--- src/rtl/axi4s_pkg.sv ---
// Shared constants and elaboration helpers for the AXI4-Stream FIFO read adapter.
// Contents: level-width function, maximum supported FIFO read latency,
// and the parameter legality check evaluated at elaboration.
package axi4s_pkg;

  localparam int unsigned MAX_RD_LAT = 2;

  // Width needed to hold an occupancy count of 0..depth.
  function automatic int unsigned level_w(input int unsigned depth);
    return int'($clog2(depth + 1));
  endfunction

  // Data width >= 1, read latency within range, buffer depth a power of two >= 2.
  function automatic bit params_ok(input int unsigned dlen,
                                   input int unsigned rd_lat,
                                   input int unsigned depth);
    return (dlen >= 1) && (rd_lat <= MAX_RD_LAT) && (depth >= 2) &&
           ((depth & (depth - 1)) == 0);
  endfunction

endpackage

--- src/rtl/axi4s_obuf.sv ---
// Circular register buffer holding prefetched FIFO words.
// Ports:
//   clk, rst       clock, synchronous active-high reset
//   push_i/wdata_i write one entry at the tail
//   pop_i          retire the head entry (ignored when empty)
//   valid_o        registered "buffer not empty"
//   head_o         entry at the read pointer
//   occ_o          registered occupancy
module axi4s_obuf
  import axi4s_pkg::*;
#(
  parameter int unsigned W     = 32,
  parameter int unsigned DEPTH = 4,
  parameter int unsigned LW    = level_w(DEPTH)
) (
  input  logic          clk,
  input  logic          rst,
  input  logic          push_i,
  input  logic [W-1:0]  wdata_i,
  input  logic          pop_i,
  output logic          valid_o,
  output logic [W-1:0]  head_o,
  output logic [LW-1:0] occ_o
);

  localparam int unsigned PW = (DEPTH > 1) ? $clog2(DEPTH) : 1;

  logic [W-1:0]  mem_q [DEPTH];
  logic [PW-1:0] wr_ptr_q, wr_ptr_d;
  logic [PW-1:0] rd_ptr_q, rd_ptr_d;
  logic [LW-1:0] occ_q, occ_d;
  logic          valid_q, valid_d;
  logic          pop;

  // Pointer / occupancy next state; pointers wrap naturally (power-of-two depth).
  always_comb begin
    pop      = pop_i & valid_q;
    wr_ptr_d = wr_ptr_q;
    rd_ptr_d = rd_ptr_q;
    occ_d    = occ_q;
    if (push_i) wr_ptr_d = wr_ptr_q + PW'(1);
    if (pop)    rd_ptr_d = rd_ptr_q + PW'(1);
    case ({push_i, pop})
      2'b10:   occ_d = occ_q + LW'(1);
      2'b01:   occ_d = occ_q - LW'(1);
      default: occ_d = occ_q;
    endcase
    valid_d = (occ_d != '0);
  end

  // State and storage; storage is cleared so the head reads zero out of reset.
  always_ff @(posedge clk) begin
    if (rst) begin
      wr_ptr_q <= '0;
      rd_ptr_q <= '0;
      occ_q    <= '0;
      valid_q  <= 1'b0;
      for (int i = 0; i < int'(DEPTH); i++) mem_q[i] <= '0;
    end else begin
      wr_ptr_q <= wr_ptr_d;
      rd_ptr_q <= rd_ptr_d;
      occ_q    <= occ_d;
      valid_q  <= valid_d;
      if (push_i) mem_q[wr_ptr_q] <= wdata_i;
    end
  end

  // Credit accounting upstream must never push into a full buffer without a pop.
  always_ff @(posedge clk) begin
    if (!rst) begin
      assert (!(push_i && !pop && (occ_q == LW'(DEPTH))));
    end
  end

  assign valid_o = valid_q;
  assign head_o  = mem_q[rd_ptr_q];
  assign occ_o   = occ_q;

endmodule

--- src/rtl/axi4s_fifo_rd_prefetch.sv ---
// Read-side AXI4-Stream master adapter: issues speculative FIFO reads against
// a credit budget and streams returned words from a prefetch buffer.
// Optional feature macro: AXI4S_RD_TLAST_EN (adds i_rlast / m_tlast).
// Ports:
//   clk, rst                clock, synchronous active-high reset
//   o_ren                   FIFO pop (combinational)
//   i_rdata, i_rempty       FIFO read data (RD_LAT after o_ren), empty flag
//   i_rlast, m_tlast        packet-end marker in / out (macro only)
//   m_tvalid/m_tready/m_tdata  AXI4-Stream master
//   o_level                 prefetch buffer occupancy
module axi4s_fifo_rd_prefetch
  import axi4s_pkg::*;
#(
  parameter int unsigned DLEN       = 32,
  parameter int unsigned RD_LAT     = 1,
  parameter int unsigned OBUF_DEPTH = 4
) (
  input  logic                                clk,
  input  logic                                rst,
  output logic                                o_ren,
  input  logic [DLEN-1:0]                     i_rdata,
  input  logic                                i_rempty,
`ifdef AXI4S_RD_TLAST_EN
  input  logic                                i_rlast,
  output logic                                m_tlast,
`endif
  output logic                                m_tvalid,
  input  logic                                m_tready,
  output logic [DLEN-1:0]                     m_tdata,
  output logic [level_w(OBUF_DEPTH)-1:0]      o_level
);

  localparam int unsigned LW = level_w(OBUF_DEPTH);
`ifdef AXI4S_RD_TLAST_EN
  localparam int unsigned TL_W = 1;
`else
  localparam int unsigned TL_W = 0;
`endif
  localparam int unsigned W = DLEN + TL_W;

  if (!params_ok(DLEN, RD_LAT, OBUF_DEPTH)) begin : g_bad_params
    $error("axi4s_fifo_rd_prefetch: illegal DLEN/RD_LAT/OBUF_DEPTH");
  end

  logic          push;
  logic [LW-1:0] infl_cnt;
  logic [LW-1:0] occ;
  logic [LW-1:0] budget;
  logic [W-1:0]  wdata;
  logic [W-1:0]  head;

  // Credit from registered state only: a same-cycle pop does not free a slot.
  assign budget = LW'(OBUF_DEPTH) - occ - infl_cnt;
  assign o_ren  = ~i_rempty & (budget != '0) & ~rst;

  if (RD_LAT == 0) begin : g_fwft
    // First-word-fall-through: data is already on i_rdata when popping.
    assign push     = o_ren;
    assign infl_cnt = '0;
  end else begin : g_infl
    // One bit per outstanding read; the tail bit marks data arriving this cycle.
    logic [RD_LAT-1:0] infl_q, infl_d;

    assign infl_d = RD_LAT'({infl_q, o_ren});

    always_ff @(posedge clk) begin
      if (rst) infl_q <= '0;
      else     infl_q <= infl_d;
    end

    assign push     = infl_q[RD_LAT-1];
    assign infl_cnt = LW'($countones(infl_q));
  end

`ifdef AXI4S_RD_TLAST_EN
  assign wdata   = {i_rlast, i_rdata};
  assign m_tlast = head[DLEN];
`else
  assign wdata   = i_rdata;
`endif

  axi4s_obuf #(
    .W     (W),
    .DEPTH (OBUF_DEPTH),
    .LW    (LW)
  ) u_obuf (
    .clk     (clk),
    .rst     (rst),
    .push_i  (push),
    .wdata_i (wdata),
    .pop_i   (m_tvalid & m_tready),
    .valid_o (m_tvalid),
    .head_o  (head),
    .occ_o   (occ)
  );

  assign m_tdata = head[DLEN-1:0];
  assign o_level = occ;

endmodule

--- config.mk ---
export PLATFORM = sky130hd
export DESIGN_NAME = axi4s_fifo_rd_prefetch
export DESIGN_NICKNAME = d
export VERILOG_FILES = /design/src/rtl/axi4s_pkg.sv /design/src/rtl/axi4s_obuf.sv /design/src/rtl/axi4s_fifo_rd_prefetch.sv
export SDC_FILE = /design/constraint.sdc
export NUM_CORES = 1
export LEC_CHECK = 0
export ABC_CLOCK_PERIOD_IN_PS = 3000
export CAP_MARGIN = 40
export CORE_AREA = 2 2 145 147
export DETAILED_ROUTE_END_ITERATION = 10
export DIE_AREA = 0 0 147 149
export PLACE_DENSITY_LB_ADDON = 0.15
export SLEW_MARGIN = 15
export SYNTH_ARGS = -nofsm -noshare
export SYNTH_HDL_FRONTEND = slang
export SYNTH_HIERARCHICAL = 1
export SYNTH_SLANG_ARGS = --single-unit
--- constraint.sdc ---
create_clock -name clk -period 3 [get_ports clk]
set_input_delay 0.6 -clock clk [delete_from_list [all_inputs] [get_ports clk]]
set_output_delay 0.6 -clock clk [all_outputs]
set_load 0.05 [all_outputs]
Word-level counts from Yosys, hierarchy flattened
Memory sizes are Yosys's and may differ from the RTL's. A register that Yosys moved wholly into a read port is not among the register bits. Cells that the tools add are included.

Bits in registers: 9. Memory bits (writable): 128. Bits of input ports: 36. Output and inout port bits: 37. Word-level logic and storage cells: 34. Memories kept: 1.

Add/subtract/negate cells: 6. Eq/ne operators: 2. Multiplexer cells: 11. Bitwise logic cells: 6. Reduce and logical (&&, ||, !) cells: 3.

Memory list: u_obuf.mem_q (words 4, bits a word 32, rd ports 1, clocked after Yosys merged registers in 1, wr ports 4, line axi4s_obuf.sv:28) `logic [W-1:0] mem_q [DEPTH];`.

Operator list (number): 32-bit 2-to-1 mux (1); 32-bit OR reduction (1); 1-bit 2-to-1 mux (6); 2-bit 2-to-1 mux (3); 3-bit case mux with 2 select lines (1); 3-bit nonzero test (2); 2-bit by 1-bit adder with 2-bit output (second input constant) (2); 1-bit AND (4); 3-bit by 1-bit adder with 3-bit output (second input constant) (1); 3-bit by 1-bit subtractor with 3-bit output (1); 3-bit by 1-bit subtractor with 3-bit output (second input constant) (1); 3-bit subtractor (first input constant) (1); 2-bit by 1-bit == test with 1-bit output (second input constant) (1); 2-bit == test (second input constant) (1); 1-bit NOT (2).

Depth between registers and ports, before layout
Depth in word-level cells: 5. Depth in mapped cells: 7. Depth with buffers taken out: 7.

Modules after synthesis
The synthesis kept the hierarchy.

Modules (own cells, without submodules): axi4s_obuf (instances 1, cells an instance 387, area each 5953.2 um^2, seq. area each 4043.9 um^2); axi4s_fifo_rd_prefetch (instances 1, cells an instance 11, area each 90.1 um^2, seq. area each 20.0 um^2).

Worst setup path before layout
No wires, ideal clock.

Kind: register -> output. From: reg u_obuf.occ_q[0] (netlist: u_obuf/occ_o[0]). To: out o_ren. Arrival time: 2541 ps. Required time: 2400 ps. Slack: -141 ps. Cell stages (with the launch flop): 6. Path buffers: 0. Path through: dfxtp_1 -> inv_1 -> ha_1 -> ha_1 -> xnor2_1 -> a211oi_1.

Longest elaborated chain between the ends: 5.

Ends and longest elaborated chain: start, declared (line axi4s_obuf.sv:31) `logic [LW-1:0] occ_q, occ_d;`; start signal, assigned (line axi4s_obuf.sv:56) `occ_q <= '0;`; start signal, assigned (line axi4s_obuf.sv:62) `occ_q <= occ_d;`; 3-bit subtractor (line axi4s_fifo_rd_prefetch.sv:53) `assign budget = LW'(OBUF_DEPTH) - occ - infl_cnt;`; 3-bit by 1-bit subtractor with 3-bit output (line axi4s_fifo_rd_prefetch.sv:53); 3-bit nonzero test (line axi4s_fifo_rd_prefetch.sv:54) `assign o_ren = ~i_rempty & (budget != '0) & ~rst;`; 1-bit AND (2 in series) (line axi4s_fifo_rd_prefetch.sv:54); end, declared (line axi4s_fifo_rd_prefetch.sv:20) `output logic o_ren,`.

No other way between the ends.

Worst setup path after layout
From: reg g_infl.infl_q. To: out o_ren.

Longest elaborated chain between the ends: 4.

Ends and longest elaborated chain: start, declared (line axi4s_fifo_rd_prefetch.sv:62) `logic [RD_LAT-1:0] infl_q, infl_d;`; start signal, assigned (line axi4s_fifo_rd_prefetch.sv:68) `else infl_q <= infl_d;`; 3-bit by 1-bit subtractor with 3-bit output (line axi4s_fifo_rd_prefetch.sv:53); 3-bit nonzero test (line axi4s_fifo_rd_prefetch.sv:54); 1-bit AND (2 in series) (line axi4s_fifo_rd_prefetch.sv:54).

No other way between the ends.

==> metrics.md <==
| Metric | Value |
|---|---|
| Leak | `3.05 nW` |
| CP max FO | `6` |
| Number of synthesized flops with an enable pin | `128` |
| Cell repeated most along the worst path | `ha_1` |
| Tot Pwr | `5.27 mW` |
| Clock sinks | `139` |
| Total Wirelength | `13200 um` |
| Nets@finish | `519` |
| Synthesized area | `6040 um^2` |
| Final setup violation count | `0` |
| IO buf count | `72` |
| Final HPWL DP | `7920 um` |
| CTS tree | `built` |
| DRC violations left | `0` |
| Place WS | `0.294 ns` |
| Postcts setup bufs | `0` |
| DRT Pass-1 Iters | `4` |
| Leading cell type in the layout, fill and taps excluded | `edfxtp_1` |
| Routed via count | `3321` |
| Root Driver | `clkbuf_16` |
| CP max-delay cell | `dfxtp_1` |
| Final clock skew | `0.00642 ns` |
| Final min period | `2.53 ns` |
| PwrDens | `686 nW/um^2` |
| Worst Setup End Kind | `output port` |
| CP Class | `register to output port` |
| Worst-path cell chain | `inv_1 > ha_1 > ha_1 > xnor2_1 > a211oi_2 > buf_12` |
| Synth Area per Inst | `15.2 um^2` |
| RD Place Congestion | `0.690` |
| Net Count, Synth | `438` |
| CTS Hold Bufs | `0` |
| Die Y | `149 um` |
| Slew HR | `48.7%` |
| # fillers | `1977` |
| Synth Flop Type | `edfxtp_1` |
| FMAX | `395 MHz` |
| Pins Over Slew Limit | `0` |
| Htree depth | `4` |
| Ports | `73` |
| Placement Cell Area | `7090 um^2` |
| Worst hold margin | `0.529 ns` |
| Area Overhead vs Synth | `27.2%` |
| Cells after Synth | `398` |
| RSZ-0062 raised after global routing | `false` |
| Pin count of the biggest net entering global routing | `33` |
| Max Cap Violations | `0` |
| Antenna violations before repair | `0` |
| Crit path DAT | `1.93 ns` |
| Worst path buffer plus inverter count | `2` |
| Cts bufs inserted | `17` |
| Sequential share of the synthesized area | `67.2%` |
| GRT Util Overall | `12.8%` |
| Worst-Skew Late Latency | `0.41 ns` |
| Crit path largest cell delay | `0.45 ns` |
| Inserted Diodes | `0` |
| Layout cells sized above 1 | `27.9%` |
| CTS resizes | `0` |
| Starting Density | `29.4%` |
| WL per Instance | `17.3 um` |
| Synth cell types | `30` |
| Max IR drop VDD | `0.446 mV` |
| Synth async-reset ratio | `0%` |
| Clock buffer depth | `2` |
| Status | `finished clean` |
| Worst Hold Class | `register to register` |
| Vias in the first global route | `3650` |
| CP startpoint kind | `register` |
| Post-route setup slack | `0.466 ns` |
| Most frequent cells in the layout | `128 x edfxtp_1, 105 x nor2_1, 39 x clkdlybuf4s50_1` |
| Worst Max-Slew Pin Slew | `0.768 ns` |
| GRT overflow | `0` |
| Yosys reg bits | `139` |
| Clk slew on worst S/H paths | `0.06 ns` |
| Syn. warnings | `6` |
| Final setup TNS | `0 ns` |
| Final period utilization | `84.5%` |
| Routed Antenna Nets | `0` |
| Crit path required time | `2.40 ns` |
| Die Width | `147 um` |
| Drt via density | `4.34` |
| First-pass GRT wire length | `20400 um` |
| Crit path max-delay family | `flip-flops` |
| Final Hold Fails | `0` |
| Core box area | `20600 um^2` |
| Starting DRT DRC Count | `135` |
| Fin area | `7690 um^2` |
| Die area | `21900 um^2` |
| Core Rows | `53` |
## Yosys cell counts (all sizes together), types with 2 or more instances
cell / number / area [um^2]
and2: 2 / 12.5
o21bai: 3 / 22.5
xor2: 3 / 26.3
mux4: 32 / 721
clkbuf: 2 / 7.51
edfxtp: 128 / 3840
dfxtp: 11 / 220
inv: 36 / 135
ha: 3 / 37.5
xnor2: 4 / 35.0
buf: 21 / 189
nand2b: 3 / 18.8
nand2: 33 / 279
nor2: 105 / 394
a211oi: 2 / 15.0
## where the power goes
part	internal, mW	switching (mW)
registers	2.26	0.0434
logic	0.294	0.534
clock network	1.38	0.767
total	3.93	1.34
## layout make-up
type / count / area, um^2 / area share, %
clock buffer: 18 / 429 / 5.58
clock inverter: 13 / 174 / 2.26
inverter: 36 / 135 / 1.76
multi-input combinational: 200 / 1700 / 22.1
sequential: 139 / 4070 / 52.9
tap: 275 / 344 / 4.48
timing repair buffer: 85 / 843 / 11.0
## flip-flops by register name, summed over array words and instances (netlist names), named ones only
register / count
u_obuf/mem_q: 128
u_obuf/valid_o: 1
u_obuf/occ_o: 3
u_obuf/wr_ptr_q: 2
u_obuf/rd_ptr_q: 2
g_infl.infl_q: 1
## final timing paths
path,startpoint,endpoint,slack [ns],depth (start not counted)
min,u_obuf/rd_ptr_q[1]$_SDFFE_PP0N_,register,0.53,2
max reg2reg,g_infl.infl_q$_SDFF_PP0_,u_obuf/valid_o$_SDFF_PP0_,0.92,6
min reg2reg,u_obuf/rd_ptr_q[1]$_SDFFE_PP0N_,register,0.53,2
max,g_infl.infl_q$_SDFF_PP0_,o_ren,0.47,6
## worst reg2reg max path, stage by stage (launching register included)
cell and delay (ns):
dfxtp_1 0.45, inv_1 0.19, ha_1 0.28, fa_1 0.39, xnor2_1 0.15, or4_1 0.42
o211ai_1 0.11
## through the flow
| step | cells | utilization, % |
|---|---|---|
| 2_1_floorplan | 398 | - |
| 3_3_place_gp | 734 | 34.3 |
| 3_5_place_dp | 735 | 34.5 |
| 4_1_cts | 766 | 37.4 |
| 5_1_grt | 766 | 37.4 |
| 6_report | 766 | 37.4 |
## routing by layer
metal | GRT usage [%] | vias to the layer above | wire, um | share of wire [%]
met2 | 21.8 | 75 | 6750 | 51
met5 | 0 | - | 0 | 0
met4 | 4.76 | 0 | 195 | 1.5
li1 | - | 1564 | - | -
met1 | 15.7 | 1670 | 5840 | 44
met3 | 3.52 | 12 | 431 | 3.3
## logic make-up after synthesis
family                     Yosys count  synth area share (%)
xor gates and xnor gates             7                  1.01
AOI/OAI and AO/OA                    9                  1.10
and+or+nand+nor                    147                  12.1
buffers and inverters               59                  5.49
DFF                                139                  67.2
muxes                               33                  12.1
adders and majority gates            4                 0.952
No activity file was read; power rests on OpenSTA's default activity.
